File: config.mk
export PLATFORM = sky130hd
export DESIGN_NAME = multi_pump_fsm
export DESIGN_NICKNAME = d
export VERILOG_FILES = /design/src/rtl/multi_pump_fsm.sv
export SDC_FILE = /design/constraint.sdc
export NUM_CORES = 1
export LEC_CHECK = 0
export CAP_MARGIN = 15
export CORE_MARGIN = 2
export CORE_UTILIZATION = 45
export DETAILED_ROUTE_END_ITERATION = 6
export RECOVER_POWER = 50
export SLEW_MARGIN = 20
export SYNTH_ARGS = -nofsm -noshare
export SYNTH_HDL_FRONTEND = slang
export SYNTH_SLANG_ARGS = --single-unit
File: constraint.sdc
create_clock -name clk -period 3.85 [get_ports clk]
set_clock_uncertainty 0.1 [all_clocks]
set_input_delay 0.385 -clock clk [delete_from_list [all_inputs] [get_ports clk]]
set_output_delay 0.385 -clock clk [all_outputs]
set_load 0.1 [all_outputs]
File: src/rtl/multi_pump_fsm.sv
// Multi-channel pump controller: one off/standby/working FSM per channel, shared
// edge-triggered command bus, concurrency limit, minimum run time and emergency stop.
module multi_pump_fsm #(
  parameter int N_CH       = 4,
  parameter int CH_W       = 2,
  parameter int MAX_ACTIVE = 2,
  parameter int MIN_RUN    = 8
) (
  input  logic              clk,
  input  logic              reset,
  input  logic              update,
  input  logic [CH_W-1:0]   ch_sel,
  input  logic [1:0]        command,
  input  logic              estop,
  output logic [N_CH-1:0]   pump,
  output logic [N_CH-1:0]   led,
  output logic [CH_W:0]     active_count,
  output logic              reject
);

  localparam int CNT_W = (MIN_RUN < 1) ? 1 : $clog2(MIN_RUN + 1);
  localparam logic [CNT_W-1:0] RUN_MAX = CNT_W'(MIN_RUN);

  typedef enum logic [1:0] {
    ST_OFF   = 2'd0,
    ST_STBY  = 2'd1,
    ST_WORK  = 2'd2,
    ST_ILL   = 2'd3
  } state_t;

  typedef enum logic [1:0] {
    CMD_OFF   = 2'b00,
    CMD_ON    = 2'b01,
    CMD_STOP  = 2'b10,
    CMD_START = 2'b11
  } cmd_t;

  state_t            r_state [N_CH];
  logic [CNT_W-1:0]  r_run   [N_CH];
  logic [N_CH-1:0]   r_pump;
  logic [N_CH-1:0]   r_led;
  logic              r_reject;
  logic              r_update_prev;

  logic              w_event;
  logic              w_ch_ok;
  logic              w_room;
  cmd_t              w_cmd;
  logic [CH_W:0]     w_active;
  logic [N_CH-1:0]   w_hit;

  assign w_event = update & ~r_update_prev;
  assign w_ch_ok = (int'(ch_sel) < N_CH);
  assign w_cmd   = cmd_t'(command);
  assign w_room  = (int'(w_active) < MAX_ACTIVE);

  always_comb begin
    w_active = '0;
    for (int unsigned i = 0; i < N_CH; i++) begin
      w_active = w_active + (CH_W+1)'(r_pump[i]);
    end
  end

  // Decoded channel strobe avoids indexing the state array with an out-of-range ch_sel.
  always_comb begin
    w_hit = '0;
    for (int unsigned i = 0; i < N_CH; i++) begin
      w_hit[i] = w_event & w_ch_ok & ~estop & (ch_sel == CH_W'(i));
    end
  end

  always_ff @(posedge clk or posedge reset) begin
    if (reset) begin
      r_update_prev <= 1'b0;
      r_reject      <= 1'b0;
      r_pump        <= '0;
      r_led         <= '0;
      for (int unsigned i = 0; i < N_CH; i++) begin
        r_state[i] <= ST_OFF;
        r_run[i]   <= '0;
      end
    end else begin
      r_update_prev <= update;
      r_reject      <= w_event & (estop | ~w_ch_ok);
      for (int unsigned i = 0; i < N_CH; i++) begin
        if (estop) begin
          r_state[i] <= ST_OFF;
          r_run[i]   <= '0;
          r_pump[i]  <= 1'b0;
          r_led[i]   <= 1'b0;
        end else begin
          case (r_state[i])
            ST_OFF: begin
              r_run[i] <= '0;
              if (w_hit[i] && w_cmd == CMD_ON) begin
                r_state[i] <= ST_STBY;
                r_pump[i]  <= 1'b0;
                r_led[i]   <= 1'b1;
              end
            end
            ST_STBY: begin
              r_run[i] <= '0;
              if (w_hit[i]) begin
                if (w_cmd == CMD_OFF) begin
                  r_state[i] <= ST_OFF;
                  r_pump[i]  <= 1'b0;
                  r_led[i]   <= 1'b0;
                end else if (w_cmd == CMD_START) begin
                  if (w_room) begin
                    r_state[i] <= ST_WORK;
                    r_pump[i]  <= 1'b1;
                    r_led[i]   <= 1'b1;
                  end else begin
                    r_reject <= 1'b1;
                  end
                end
              end
            end
            ST_WORK: begin
              r_run[i] <= (r_run[i] == RUN_MAX) ? r_run[i] : r_run[i] + 1'b1;
              if (w_hit[i]) begin
                if (w_cmd == CMD_OFF) begin
                  r_state[i] <= ST_OFF;
                  r_run[i]   <= '0;
                  r_pump[i]  <= 1'b0;
                  r_led[i]   <= 1'b0;
                end else if (w_cmd == CMD_STOP) begin
                  if (r_run[i] == RUN_MAX) begin
                    r_state[i] <= ST_STBY;
                    r_run[i]   <= '0;
                    r_pump[i]  <= 1'b0;
                    r_led[i]   <= 1'b1;
                  end else begin
                    r_reject <= 1'b1;
                  end
                end
              end
            end
            default: begin
              r_state[i] <= ST_OFF;
              r_run[i]   <= '0;
              r_pump[i]  <= 1'b0;
              r_led[i]   <= 1'b0;
            end
          endcase
        end
      end
    end
  end

  assign pump         = r_pump;
  assign led          = r_led;
  assign active_count = w_active;
  assign reject       = r_reject;

endmodule

==> impl_results.md <==
- Clock sinks: 34
- Final setup viols: 0
- Cell mode on critical path: ha_1
- Starting Density: ~46%
- Residual DRC: 0
- PortBufs: 19
- CP bufs+invs: 1
- Drt initial violations: roughly 130
- Unique masters post-synth: 51
- Peak VDD IR: about 0.00033 V
- Critical register-to-register path startpoint: pump[0]
- Critical path endpoint: r_state[6]
- First drt pass iteration count: 4
- Sequential area share after synthesis: 34.14%
- Clock transition at path regs: 0.08 ns
- Vias in the first global route: about 2,000
- Cell Chain, Critical Path: fa_1 > ha_1 > inv_1 > ha_1 > a21boi_0 > o21ai_0 > o2111ai_4 > or3_1 > a21oi_1
- Post-synth top flop: dfrtp_1
- Design Area, Final: ~2800 um^2
- Die area: 6150 um^2
- Sw frac: 41.33%
- Initial antenna violation count: 0
- Register Area: about 850 um^2
- Period utilization: between 70% and 80%
- Slew HR: -29.50%
- Syn Std Cell Area: 2492 um^2
- Syn Nets: roughly 310
- Chip Height: 78.42 um
- Area delta synth->final: 13.76%
- Worst Path Max Fanout: 7
- Critical path's top delay family: adder cells
- Worst R2R End: r_state[6]
- Static leakage: 1.219 nW
- First-pass GRT wire length: ~9.4 mm
- Per-cell routed wire length: ~15 um
- Grt ovf: 0
- Hold Path Origin: led[3]
- Clock Path Buffers: 2
- Setup TNS: 0 ns
- Crit. Startpoint: pump[0]
- Crit Path Category: flop to flop
- Max incr delay on CP: about 0.5 ns
- Sequential share of power: between 30% and 40%
- Total GRT Usage: approximately a fifth
- CTS Hold Buffers Added: 0
- Yosys warns: 0
- Vias after detailed routing: 2,001
- Int Power: 0.7423 mW
- WP data arrival: ~2.9 ns
- Area of the core: 5439 um^2
- Total of max-cap violations: 1
- Mean Syn Cell Area: around 9.2 um^2
- Final wirelength: around 5.4 mm
- Crit end category: flop
- Layout cells sized above 1: under 10%
- Antenna diode count: 0
- RSZ-0062 raised after global routing: no
- Gate Count Post-Synth: about 270
- Register-to-register setup slack: 1.10 ns
- CP max-delay cell: fa_1
- Synthesized flop and latch total: 34
- DP Area: between 2000 and 3000 um^2
- Startpoint Class: flop
- Min Hold Slack: ~0.40 ns
- Row Count: 27
- CTS tree: built
- Fmax: 363.2 MHz
- Worst hold path class: flop to flop
- Min Tclk post-route: 2.753 ns
- Final Core Density: a little over half
- Clock power frac: around 25%
- Crit path depth: 9
- Num CTS Buffers: 5
- Tot Pwr: between 1 and 1.5 mW
- Worst EP required: between 3 and 4 ns
- Failing checks: capacitance limit, slew limit
- Power Dens Cells: approximately 450 nW/um^2
- Postcts setup bufs: 0
- Detail Placement HPWL: just under 4 mm
- Synth async-reset ratio: 100.0%
- Final GP Congestion: 0.8310
- Die span in x: slightly below 80 um
- Logic pwr share: 41.3%
- R2r worst-path depth: 9
- Largest net degree at the start of global routing: 35
- H-tree levels: 2
- Post-route ant nets: 0
- P_sw: approximately 0.52 mW
- # IOs: 20
- Post-synth EDFFs: 0
- Fin nets: approximately 330
- Clock Latency Late Sink: between 0.2 and 0.3 ns
- Outcome: complete, but fails checks
- CTS resizes: 0
- Via-to-Cell Ratio: 5.482
- Area of the multi-input gates: about 1500 um^2
- Root Driver: clkbuf_8
- Fillers: a little over 500
- Fin. Hold Viols: 0
- Pins over their slew limit: 35
- Worst Tran Pin Value: approximately 1.9 ns
-- synth_stat cells (3+ instances only) --
master / count / area share [%]
mux2_2: 5 / 2.3
or2_2: 3 / 0.75
nor3_1: 11 / 2.2
nand3b_1: 4 / 1.2
a32oi_1: 3 / 1.1
nand3_1: 9 / 1.8
dfrtp_1: 34 / 34
a21oi_1: 21 / 4.2
inv_1: 28 / 4.2
nand2_1: 24 / 3.6
nor2_1: 19 / 2.9
nor3b_1: 4 / 1.2
o31ai_1: 3 / 0.90
or3_1: 4 / 1.0
o21ai_0: 7 / 1.4
ha_1: 31 / 16
clkbuf_1: 5 / 0.75
nor2b_1: 3 / 0.75
mux2i_1: 4 / 1.6
xor2_1: 4 / 1.4
a2111oi_0: 3 / 1.1
-- power groups by stage --
stage | clock network (mW) | registers [mW] | logic, mW
after CTS | 0.327 | 0.426 | 0.526
final | 0.317 | 0.426 | 0.522
after global placement | 0 | 0.432 | 0.523
after floorplan | 0 | 0.555 | 0.285
after detailed placement | 0 | 0.432 | 0.524
after global routing | 0.337 | 0.431 | 0.570
-- flip-flops by register name, indices dropped and copies added, names as in the netlist --
signal,cells
led,4
pump,4
r_run,16
r_state,8
r_update_prev,1
reject,1
-- worst min path at each step --
stage | cells past startpoint | to | slack [ns]
after floorplan | 0 | r_update_prev | 0.32
after global placement | 2 | led[3] | 0.38
after detailed placement | 2 | led[3] | 0.38
after CTS | 2 | led[3] | 0.40
after global routing | 1 | led[2] | 0.42
final | 2 | led[3] | 0.40
-- through the flow --
stage	setup slack, ns	instances
2_1_floorplan	0.7023	272
3_3_place_gp	1.054	357
3_5_place_dp	1.010	357
4_1_cts	1.100	365
5_1_grt	0.9172	365
6_report	1.097	365
-- tightest hold or removal path: cells and delay by family (launching register included) --
kind	cells	cell delay, ns
AND/OR/NAND/NOR	1	0.06
AO/OA/AOI/OAI	1	0.05
flip-flops	1	0.36
-- layout by cell type, fill, tap and decap left out, drive strengths merged, types with 9 or more instances in the layout --
| cell type | synthesis | routed |
|---|---|---|
| dfrtp | 34 | 34 |
| ha | 31 | 31 |
| inv | 28 | 28 |
| nand2 | 24 | 24 |
| a21oi | 21 | 21 |
| nor2 | 19 | 19 |
| clkdlybuf4s50 | 0 | 12 |
| nor3 | 11 | 11 |
| clkbuf | 5 | 10 |
| nand3 | 9 | 9 |
-- final cells by class --
cell class | instances | area share (%)
Inverter | 28 | 3.707
Multi-Input combinational cell | 201 | 52.25
Clock buffer | 8 | 3.884
Tap cell | 72 | 3.177
Timing Repair Buffer | 22 | 6.973
Sequential cell | 34 | 30.01
-- kinds of logic after synthesis --
family / count (synthesis) / share of synthesized area [%]
fa+ha+maj: 32 / 16.37
mux: 9 / 3.865
xor+xnor: 4 / 1.405
compound gates: 59 / 17.07
simple gates: 97 / 20.88
flops: 34 / 34.14
buf+inv: 37 / 6.275
-- layer usage --
layer / vias up / GRT usage, % / routed length (um)
li1: 1009 / - / -
met1: 952 / 27.19 / 2777
met2: 33 / 30.17 / 2383
met3: 7 / 3.333 / 164
met4: 0 / 5.088 / 64
met5: - / 0 / 0
No activity file was read; power rests on OpenSTA's default activity.
